### config.mk
export PLATFORM = sky130hd
export DESIGN_NAME = pause_controller
export DESIGN_NICKNAME = d
export VERILOG_FILES = /design/src/rtl/pause_controller.sv
export SDC_FILE = /design/constraint.sdc
export NUM_CORES = 1
export LEC_CHECK = 0
export CORE_ASPECT_RATIO = 0.5
export CORE_UTILIZATION = 30
export CTS_CLUSTER_DIAMETER = 40
export DETAILED_ROUTE_END_ITERATION = 10
export GPL_TIMING_DRIVEN = 0
export PLACE_DENSITY = 0.5
export SETUP_SLACK_MARGIN = 0.02
export SLEW_MARGIN = 20
export SYNTH_ARGS = -nofsm -noshare
export SYNTH_HDL_FRONTEND = slang
export SYNTH_SLANG_ARGS = --single-unit
### constraint.sdc
create_clock -name clk -period 3.9 [get_ports clk]
set_clock_uncertainty 0.15 [all_clocks]
set_input_delay 0.585 -clock clk [delete_from_list [all_inputs] [get_ports clk]]
set_output_delay 0.585 -clock clk [all_outputs]
set_load 0.05 [all_outputs]
### src/rtl/pause_controller.sv
// Pause/resume controller: toggles on debounced button presses, gates the game tick,
// runs a visible countdown before resuming and latches game-over until reset.
module pause_controller #(
    parameter int unsigned TICK_DIV    = 2500000,
    parameter int unsigned SEC_DIV     = 100000000,
    parameter int unsigned RESUME_SECS = 3
) (
    input  logic       clk,
    input  logic       rst,
    input  logic       pause_state,
    input  logic       game_over,
    output logic       game_tick,
    output logic       paused,
    output logic       resuming,
    output logic       over,
    output logic [3:0] countdown
);

    localparam int unsigned TickW = $clog2(TICK_DIV);
    localparam int unsigned SecW  = $clog2(SEC_DIV);

    localparam logic [TickW-1:0] TickMax   = TickW'(TICK_DIV - 1);
    localparam logic [SecW-1:0]  SecMax    = SecW'(SEC_DIV - 1);
    localparam logic [3:0]       ResumeVal = 4'(RESUME_SECS);

    typedef enum logic [1:0] {
        StRunning,
        StPaused,
        StResuming,
        StOver
    } state_e;

    state_e           state_q, state_d;
    logic [TickW-1:0] tick_cnt_q, tick_cnt_d;
    logic [SecW-1:0]  sec_cnt_q, sec_cnt_d;
    logic [3:0]       countdown_q, countdown_d;
    logic             pause_q;
    logic             game_tick_q, game_tick_d;
    logic             paused_q, paused_d;
    logic             resuming_q, resuming_d;
    logic             over_q, over_d;

    logic press;
    logic tick_term;
    logic sec_term;

    assign press     = pause_state & ~pause_q;
    assign tick_term = (tick_cnt_q == TickMax);
    assign sec_term  = (sec_cnt_q == SecMax);

    always_comb begin
        state_d     = state_q;
        tick_cnt_d  = tick_cnt_q;
        sec_cnt_d   = sec_cnt_q;
        countdown_d = countdown_q;
        game_tick_d = 1'b0;

        if (game_over) begin
            state_d     = StOver;
            countdown_d = 4'd0;
        end else begin
            case (state_q)
                StRunning: begin
                    // A press freezes tick_cnt so the tick phase survives the pause.
                    if (press) begin
                        state_d = StPaused;
                    end else begin
                        game_tick_d = tick_term;
                        tick_cnt_d  = tick_term ? '0 : tick_cnt_q + 1'b1;
                    end
                end
                StPaused: begin
                    sec_cnt_d = '0;
                    if (press) begin
                        if (RESUME_SECS == 0) begin
                            state_d = StRunning;
                        end else begin
                            state_d     = StResuming;
                            countdown_d = ResumeVal;
                        end
                    end
                end
                StResuming: begin
                    if (press) begin
                        state_d     = StPaused;
                        countdown_d = 4'd0;
                        sec_cnt_d   = '0;
                    end else if (sec_term) begin
                        sec_cnt_d = '0;
                        if (countdown_q == 4'd1) begin
                            state_d     = StRunning;
                            countdown_d = 4'd0;
                        end else begin
                            countdown_d = countdown_q - 4'd1;
                        end
                    end else begin
                        sec_cnt_d = sec_cnt_q + 1'b1;
                    end
                end
                StOver: begin
                end
                default: begin
                    state_d = StRunning;
                end
            endcase
        end

        paused_d   = (state_d == StPaused);
        resuming_d = (state_d == StResuming);
        over_d     = (state_d == StOver);
    end

    always_ff @(posedge clk) begin
        if (rst) begin
            state_q     <= StRunning;
            tick_cnt_q  <= '0;
            sec_cnt_q   <= '0;
            countdown_q <= 4'd0;
            pause_q     <= 1'b1;
            game_tick_q <= 1'b0;
            paused_q    <= 1'b0;
            resuming_q  <= 1'b0;
            over_q      <= 1'b0;
        end else begin
            state_q     <= state_d;
            tick_cnt_q  <= tick_cnt_d;
            sec_cnt_q   <= sec_cnt_d;
            countdown_q <= countdown_d;
            pause_q     <= pause_state;
            game_tick_q <= game_tick_d;
            paused_q    <= paused_d;
            resuming_q  <= resuming_d;
            over_q      <= over_d;
        end
    end

    assign game_tick = game_tick_q;
    assign paused    = paused_q;
    assign resuming  = resuming_q;
    assign over      = over_q;
    assign countdown = countdown_q;

endmodule
* Word-level counts from Yosys, hierarchy flattened
Cells that the tools add are included.
** Operators by class
- Bitwise gates (word level) :: 5
- Multiplexer cells :: 16
- Reductions and logical operators :: 7
- Add/subtract/negate cells :: 3
- Equal/unequal tests :: 10
** Operators with widths (count)
- $mux W27 :: 2
- $pmux W27 S2 :: 1
- $add A27 B1 Y27 const B :: 1
- $eq A27 B27 Y1 const B :: 1
- $add A22 B1 Y22 const B :: 1
- $eq A22 B22 Y1 const B :: 1
- $mux W22 :: 1
- $mux W4 :: 4
- $mux W2 :: 6
- $pmux W4 S2 :: 1
- $eq A2 B2 Y1 const B :: 3
- $pmux W2 S3 :: 1
- $reduce_and A3 Y1 :: 2
- $eq A2 B1 Y1 const B :: 2
- $eq A4 B1 Y1 const B :: 1
- $not A1 Y1 :: 4
- $reduce_or A4 Y1 :: 1
- $sub A4 B1 Y4 const B :: 1
- $ne A3 B3 Y1 const B :: 1
- $logic_not A2 Y1 :: 1
- $ne A2 B2 Y1 const B :: 1
- $reduce_and A2 Y1 :: 1
- $reduce_bool A2 Y1 :: 1
- $reduce_or A2 Y1 :: 1
- $and A1 B1 Y1 :: 1
** Word-level totals
- Bits in registers :: 60
- Logic and storage cells :: 50

* Longest topological paths before layout
- Depth in word-level cells :: 7
- Depth in mapped cells :: 8
- Depth with buffers taken out :: 7

* Worst setup path before layout
Ideal clock, no wire load.
- Kind :: flip-flop to flip-flop
- Start point :: register countdown_q[0] (netlist: countdown[0])
- End point :: register paused_q (netlist: paused)
- Stages on the path, launching flop included :: 6
- Path slack :: 1.809 ns
- Data required time :: 3.635 ns
- Data arrival time :: 1.826 ns
- Library setup time :: 0.115 ns
- Period minus slack after synthesis :: 2.091 ns
- Path through :: dfxtp_1 ha_1 or3b_2 nor3_1 a311oi_1 and2_1
** Between the ends
- Word-level cells in the longest chain between the ends :: 7
** Ends and longest elaborated chain
- from (decl) :: RTL line 36 : logic [3:0] countdown_q, countdown_d;
- from (signal assigned) :: RTL line 128 : countdown_q <= countdown_d;
- $eq A4 B1 Y1 :: RTL line 90 : if (countdown_q == 4'd1) begin
- $mux W2 :: RTL line 90
- $mux W2 :: RTL line 88 : end else if (sec_term) begin
- $mux W2 :: RTL line 84 : if (press) begin
- $pmux W2 S3 :: RTL line 62 : case (state_q)
- $mux W2 :: RTL line 58 : if (game_over) begin
- $eq A2 B1 Y1 :: RTL line 108 : paused_d = (state_d == StPaused);
- to (signal assigned) :: RTL line 131 : paused_q <= paused_d;
- to (decl) :: RTL line 39 : logic paused_q, paused_d;
No other way between the ends.
A chain may end at the register's enable or synchronous reset.

* Worst setup path after layout
- Start point :: input port pause_state
- End point :: register tick_cnt_q[1]
** Between the ends
- Word-level cells in the longest chain between the ends :: 3
** Ends and longest elaborated chain
- from (decl) :: RTL line 10 : input logic pause_state,
- $and A1 B1 Y1 :: RTL line 47 : assign press = pause_state & ~pause_q;
- $not A1 Y1 (no line)
- $reduce_and A3 Y1 (no line)
- to (signal assigned) :: RTL line 126 : tick_cnt_q <= tick_cnt_d;
- to (decl) :: RTL line 34 : logic [TickW-1:0] tick_cnt_q, tick_cnt_d;
No other way between the ends.

==> impl_metrics.json <==
{
  "status": "completed",
  "grt.total_usage_pct": 13.41,
  "syn_avg_cell_area_sq_um": 8.665,
  "postCtsHoldBufs": 0,
  "power.total_mw": 1.666,
  "synth_edf_count": 0,
  "fin_setup_tns_ps": 0,
  "min_period_over_period_pct": 65.30,
  "post_cts_resized": 0,
  "grt_pass1_wl_mm": 10.65,
  "coreArea_sq_um": 9603,
  "vias_per_cell": 4.527,
  "grt_pass1_vias": 2227,
  "synth_fa_ha_area_share_pct": 3.320,
  "ys_types": 46,
  "worstPathRequired_ps": 3970,
  "cts_buffer_depth": 2,
  "synth-compound-area-share_pct": 4.066,
  "yosysTopAreaCell": "dfxtp_1",
  "dieWidth_um": 143.8,
  "synthXorXnorAreaFrac_pct": 13.65,
  "ys_seq_area_share_pct": 39.83,
  "max_freq_mhz": 392.6,
  "numCtsBuffers": 9,
  "utilization_pct": 37.86,
  "ir_drop_uv": 185.7,
  "ios": 12,
  "antenna_found_initial": 0,
  "fp.dieArea_sq_um": 10480,
  "die_h_um": 72.89,
  "routed_wl_mm": 5.930,
  "drc": 0,
  "crit_type": "input port to flop",
  "grt_overflow": 0,
  "post_synth_and_or_nand_nor_area_fraction_pct": 33.44,
  "synth_top_family_by_area": "simple AND/OR/NAND/NOR gates",
  "hpwl_mm": 4.074,
  "port-buffer-count": 10,
  "report.final.slew_viol_count": 0,
  "yosysTopAreaCellShare_pct": 39.83,
  "gp_congestion": 0.7730,
  "multi_input_area_sq_um": 1683,
  "worstMarginPinSlew_ps": 581.4,
  "antenna_cells": 0,
  "min_path_type": "flop to flop",
  "ys_seq_elements": 60,
  "clkLatencyLatePin_ps": 330,
  "routedWlPerCell_um": 11.65,
  "hold_viol_final": 0,
  "worstPathArrival_ps": 2610,
  "num_rows": 25,
  "p_leak_nw": 1.237,
  "synth_cells": 348,
  "first_pass_iters": 4,
  "route.vias.total": 2304,
  "cap_violations": 0,
  "synth.mux.area_fraction_pct": 1.328,
  "start_kind": "input port",
  "rsz0062_at_grt": "false",
  "ant_nets": 0,
  "start_util_pct": 31.40,
  "regArea_sq_um": 1201,
  "nets": 381,
  "ctsRootBufferMaster": "clkbuf_16",
  "area_growth_pct": 20.58,
  "yosys-top-cells-area": "dfxtp_1, xnor2_1, nor2_1",
  "h-tree-depth": 3,
  "synthTopCellsByCount": "dfxtp_1, nor2_1, xnor2_1",
  "path_max_fanout": 10,
  "dominantRegCellSynth": "dfxtp_1",
  "syn_area_sq_um": 3015,
  "cts_num_sinks": 60,
  "ys_warn_count": 0,
  "drt_iter0_drc": 115,
  "synth-async-reset-ratio_pct": 0,
  "n_fill_cell": 998,
  "drive_gt1_share_pct": 12.30,
  "period_minus_slack_ps": 2547,
  "powerDensity_nw_per_um2": 458.2,
  "postCtsSetupBuffers": 0,
  "synthesis.nets": 360,
  "grt_max_degree": 11,
  "setup_violations": 0,
  "max-slew-margin-rel_pct": 60.83,
  "critPathCaptureType": "flop",
  "cts_tree": "done",
  "path_clk_slew_ps": 50
}
critical path, cell delays in order:
cell and delay [ps]:
clkdlybuf4s50_1 430, nand2b_1 70, buf_2 200, nand4_1 400
nor4_1 450, or2_2 170, buf_2 220, nor2_1 70
worst paths after layout:
check                             startpoint             to  slack (ps)  cells after the start
worst max register to register  sec_cnt_q[0]  sec_cnt_q[26]        1480                      8
worst min-delay path            sec_cnt_q[6]   sec_cnt_q[6]         360                      2
worst min register to register  sec_cnt_q[6]   sec_cnt_q[6]         360                      2
worst max-delay path             pause_state  tick_cnt_q[1]        1350                      8
flip-flops by register name (all words and copies together) (netlist names):
| name | cells |
|---|---|
| tick_cnt_q | 22 |
| game_tick | 1 |
| paused | 1 |
| countdown | 4 |
| pause_q | 1 |
| resuming | 1 |
| state_q | 2 |
| over | 1 |
| sec_cnt_q | 27 |
cell families (layout without fill, tap and decap cells):
group,count (synthesis),in the layout
AO/OA/AOI/OAI,20,20
XOR/XNOR,47,47
adder cells (fa/ha/maj),8,8
buffers and inverters,29,55
flip-flops,60,60
multiplexers,4,4
AND/OR/NAND/NOR,180,180
area by class of cell:
cell class / instances / area share, %
Multi-Input combinational cell: 259 / 46.28
Sequential cell: 60 / 33.04
Clock buffer: 12 / 7.054
Tap cell: 135 / 4.646
Timing Repair Buffer: 10 / 2.753
Clock inverter: 4 / 2.615
Buffer: 13 / 1.961
Inverter: 16 / 1.652
layer usage:
metal	GRT usage [%]	routed length, um	up-vias
met4	4.255	68	0
met2	19.09	2398	20
li1	-	-	1225
met5	0	0	-
met3	6.102	250	5
met1	17.90	3212	1054
placed cells by master, fill, tap and decap left out, drive strengths merged, types with 2 or more instances in the layout:
cell and n:
or3 3, dfxtp 60, nand4 9, nor3b 2
o21a 2, clkbuf 15, nor2b 6, mux2i 4
nor4b 4, ha 8, and3 7, and4 4
nor4 14, nor3 20, buf 10, and2 4
xnor2 40, or2 2, nand2 22, clkdlybuf4s50 10
inv 16, bufinv 3, a21oi 5, o21ai 7
nand3 17, xor2 7, nor2 61
stage by stage:
step                      area [sq um]  std cells  hold slack, ps  setup slack [ps]
final                             3636        509           362.0              1353
after global routing              3636        509           385.3              1061
after CTS                         3636        509           359.9              1317
after detailed placement          3284        493           351.9             978.1
after global placement            3284        493           342.2             934.2
after floorplan                   3015        348           322.2              1809
power by group:
group	switching, mW	internal (mW)
registers	0.00675	0.624
clock network	0.275	0.657
logic	0.0656	0.0378
total	0.347	1.32
Note: power is estimated with default switching activity, not from simulation.
==> patch 1 (same flow settings) <==
Set the parameter `TICK_DIV` to 1250000 (it was 2500000).
--- a/src/rtl/pause_controller.sv
+++ b/src/rtl/pause_controller.sv
@@ -3,3 +3,3 @@
 module pause_controller #(
-    parameter int unsigned TICK_DIV    = 2500000,
+    parameter int unsigned TICK_DIV    = 1250000,
     parameter int unsigned SEC_DIV     = 100000000,
Function: same outputs for any inputs over 10 cycles, from zero or initial values and one cycle with rst high; that may be too few to reach the edited logic, so the function may still have changed.
==> patch 1 against the unedited design <==
Count of clock-buffer cells in the layout unchanged. Fmax fell by 4.4%. Cell area down 6.6%. Area after synthesis decreased by 6.3%. Worst setup slack lost 0.12 ns. Total power decreased by 6.7%. First-iteration DRC count down 21%. Sequential cell count down 1. Wire length decreased by 2.2%. Critical path type unchanged. Largest power group unchanged.
==> patch 1: results (changes against the unedited design) <==
| Metric | Value |
|---|---|
| First-pass GRT wire length | `10300 microns (-3.6%)` |
| Cell variety after synth | `46 (unchanged)` |
| Initial DRC Count | `91 (-21%)` |
| Post-Route WL | `5800 microns (-2.2%)` |
| Vias in the first global route | `2295 (+3.1%)` |
| Worst hold path cell count | `2 (unchanged)` |
| PortBufs | `11 (+1)` |
| Worst rel slew slack | `0.291 (-0.317)` |
| Pin count of the biggest net entering global routing | `11 (unchanged)` |
| Via count | `2249 (-2.4%)` |
| Pre-CTS WS | `0.862 ns (-0.116 ns)` |
| Hold wc startpoint | `countdown[3]` |
| DP Wirelength | `4180 microns (+2.5%)` |
| Crit-path max FO | `10 (unchanged)` |
| Peak VDD IR | `0.197 mV (+5.9%)` |
| Initial antenna violation count | `0 (unchanged)` |
| Worst Setup SP | `pause_state` |
| Crit Reg-Reg Startpoint | `state_q[1]` |
| Routability cong. | `0.769 (-0.54%)` |
| Worst-Skew Late Latency | `0.33 ns (about the same)` |
| Post-Syn Nets | `328 (-8.9%)` |
| # resized after CTS | `0 (unchanged)` |
| FF-to-FF path depth | `8 (unchanged)` |
| H-tree depth | `3 (unchanged)` |
| Setup bufs post-CTS | `0 (unchanged)` |
| Fill cells | `872 (-13%)` |
| CTS max path bufs | `2 (unchanged)` |
| Prevailing post-synth register cell | `dfxtp_1` |
| Ant diodes | `0 (unchanged)` |
| Share of cells above drive strength 1 | `0.0962 (-0.0268)` |
| Root Buffer | `clkbuf_16` |
| Pleak | `1.27 nW (+2.3%)` |
| Critical path arrival | `2.74 ns (+0.13 ns)` |
| Asr flop ratio synth | `0 (unchanged)` |
| First-pass DRT Iterations | `4 (unchanged)` |
| Commonest cells in the netlist | `dfxtp_1 (59), nor2_1 (59), xor2_1 (38), nand3_1 (24), nand2_1 (20)` |
| Top post-synthesis cells by area | `dfxtp_1 (42%), xor2_1 (12%), nor2_1 (7.8%), nand3_1 (4.3%), ha_1 (3.5%)` |
| Sequential area share after synthesis | `0.418 (+0.0197)` |
| Biggest register | `sec_cnt_q` |
| Status | `finished clean` |
| CP max stage cell | `nor4_2` |
| GRT Overall Usage | `0.133 (-0.000723)` |
| Critical path's largest stage delay | `0.88 ns (+0.43 ns)` |
| Yosys warning count | `0 (unchanged)` |
| # nets final | `350 (-8.1%)` |
==> patch 1: through the flow <==
stage                     std cells  area (sq um)
after CTS                       460          3400
after floorplan                 316          2830
final                           460          3400
after global placement          444          3080
after global routing            460          3400
after detailed placement        444          3080
==> patch 1: kinds of logic after synthesis <==
kind of cell | share of synthesized area
adder cells (fa/ha/maj) | 0.0354
multiplexers | 0.00354
AND/OR/NAND/NOR | 0.320
AO/OA/AOI/OAI | 0.0563
buffers and inverters | 0.0244
flip-flops | 0.418
XOR/XNOR | 0.143
==> patch 1: worst max-delay path, delay by kind of cell <==
kind | cells | cell delay [ns]
and+or+nand+nor | 5 | 1.52
buffers and inverters | 2 | 0.62
==> patch 1: path summary, 6_finish.rpt <==
path / end / slack (ns)
worst max-delay path: tick_cnt_q[6] / 1.24
worst min-delay path: countdown[3] / 0.34
worst max register to register: tick_cnt_q[6] / 1.40
worst min register to register: countdown[3] / 0.34
==> patch 1: area by class of cell <==
class                   count  area (sq um)  area share
clock inverters             4          47.5      0.0140
inverters                   8          30.0     0.00884
plain buffers               7          38.8      0.0114
repair buffers             11           110      0.0324
flip-flops and latches     59          1180       0.348
clock buffers              12           267      0.0785
well taps                 117           146      0.0431
multi-input cells         242          1580       0.464
==> patch 1: report_power, final <==
group | internal, mW | switching (mW)
registers | 0.615 | 0.00963
logic | 0.0418 | 0.0751
clock network | 0.543 | 0.270
==> patch 1: routing by layer <==
metal / routed length, microns / vias to the layer above / GRT usage
met3: 158 / 8 / 0.0535
li1: - / 1151 / -
met5: 0 / - / 0
met2: 2770 / 25 / 0.226
met4: 95 / 0 / 0.0667
met1: 2780 / 1065 / 0.147
==> patch 2 (same flow settings) <==
Made on the original files. Remove the register `resuming_q`: a continuous assignment takes its place, so the output `resuming` follows one clock earlier.
--- a/src/rtl/pause_controller.sv
+++ b/src/rtl/pause_controller.sv
@@ -121,3 +121,2 @@
             paused_q    <= 1'b0;
-            resuming_q  <= 1'b0;
             over_q      <= 1'b0;
@@ -131,3 +130,2 @@
             paused_q    <= paused_d;
-            resuming_q  <= resuming_d;
             over_q      <= over_d;
@@ -135,2 +133,4 @@
     end
+
+    assign resuming_q = resuming_d;
 
Formal check against the unedited RTL: not equivalent (a bounded check fails within 4 cycles, from zero or initial values and one cycle with rst high).
==> patch 2 against the unedited design <==
Non-clock buffer count is 1 lower. Wire length is 5.5% higher. Cell area decreased by 4.4%. Total power is 6.6% lower. Worst setup slack got worse by 0.85 ns. Area after synthesis down 3.4%. Highest routed layer unchanged. Sequential cell count decreased by 1.
==> patch 2: results (changes against the unedited design) <==
| Metric | Value |
|---|---|
| Reg-to-reg slack, setup | `1.40 ns (-0.08 ns)` |
| Status | `finished clean` |
| Met2 WL | `2970 microns (+24%)` |
| Peak VDD IR | `0.243 mV (+31%)` |
| Crit Reg-Reg Startpoint | `state_q[0]` |
| Multiplexer area fraction after synthesis | `0.00344 (-0.00984)` |
| Count of non-CTS buffers in the layout | `22 (-4.3%)` |
| Routability cong. | `0.736 (-4.8%)` |
| Multi-In Gates | `257 (-0.77%)` |
| Psw | `0.378 mW (+8.9%)` |
| Mapped Area | `2910 sq um (-3.4%)` |
| Fin cells | `492 (-3.3%)` |
| Share of cells above drive strength 1 | `0.0856 (-0.0374)` |
| Top post-synthesis cells by area | `dfxtp_1 (41%), xor2_1 (12%), nor2_1 (8.0%), nand4_1 (3.7%), nand3_1 (3.6%)` |
| Via count | `2435 (+5.7%)` |
| GRT Overall Usage | `0.137 (+0.00310)` |
| Sequential area share after synthesis | `0.406 (+0.00733)` |
| Crit-path max FO | `4 (-6)` |
| Register area | `1180 sq um (-1.7%)` |
| Met3 GRT Util | `0.0441 (-0.0169)` |
| Pre-CTS WS | `0.246 ns (-0.732 ns)` |
| Post-Route WL | `6260 microns (+5.5%)` |
| Post-Syn Nets | `348 (-3.3%)` |
| # nets final | `369 (-3.1%)` |
| Met1 GRT Util | `0.164 (-0.0148)` |
| Worst Setup SP | `sec_cnt_q[0]` |
| Crit Reg-Reg Endpoint | `sec_cnt_q[25]` |
| Placed Cells | `476 (-3.4%)` |
| CP max stage cell | `or4_4` |
| XOR/XNOR Fraction of Synth Area | `0.138 (+0.00186)` |
| Worst rel slew slack | `0.494 (-0.114)` |
| Clk tree area frac | `0.0846 (-0.0121)` |
| P&R area growth vs syn | `19.4%` |
| Inverters | `8 (-8)` |
| End point of the critical path | `resuming` |
| Hold wc startpoint | `tick_cnt_q[1]` |
| Num CTS Buffers | `9 (unchanged)` |
| Multi-input logic area | `1640 sq um (-2.5%)` |
| DP Wirelength | `4410 microns (+8.2%)` |
| Adder-Cell Fraction of Synth Area | `0.0344 (+0.00118)` |
| First-pass GRT wire length | `11000 microns (+3.4%)` |
| Fill cells | `928 (-7.0%)` |
| Pleak | `1.27 nW (+2.9%)` |
| Compound-gate portion of the synthesized area | `0.0765 (+0.0358)` |
| FF-to-FF path depth | `7 (-1)` |
| Hold_ws | `0.359 ns (-0.00333 ns)` |
| Critical path arrival | `2.66 ns (+0.05 ns)` |
| Max Fclk | `295 MHz (-25%)` |
| Placed inst area | `3170 sq um (-3.4%)` |
| Clock buffer count | `10 (-2)` |
| Post-Synthesis Cells | `336 (-3.4%)` |
| Non-clock buffer share | `0.0486 (+0.00143)` |
==> patch 2: worst register-to-register path, stage by stage (launching register included) <==
cell and delay, ns:
dfxtp_1 0.41, inv_1 0.10, ha_1 0.43, nand4b_1 0.25, nor4_2 0.65, nand4_1 0.19, xor2_1 0.16, nor2_1 0.05
==> patch 2: power by group through the flow <==
stage / Combinational [mW] / Sequential (mW) / Clock, mW
2_1_floorplan: 0.0962 / 0.656 / 0
3_3_place_gp: 0.152 / 0.640 / 0
3_5_place_dp: 0.154 / 0.641 / 0
4_1_cts: 0.155 / 0.629 / 0.793
5_1_grt: 0.171 / 0.630 / 0.817
6_report: 0.156 / 0.629 / 0.772
==> patch 2: cells by family after synthesis <==
family          after synthesis
compound gates               29
xor+xnor                     46
fa+ha+maj                     8
buf+inv                      20
flops                        59
mux                           1
simple gates                173
==> patch 2: repair_timing <==
action	4_1_cts	5_1_grt
endpoints found under the setup margin	0	1
setup buffers	0	0
resized for setup	0	2
hold buffers	0	0
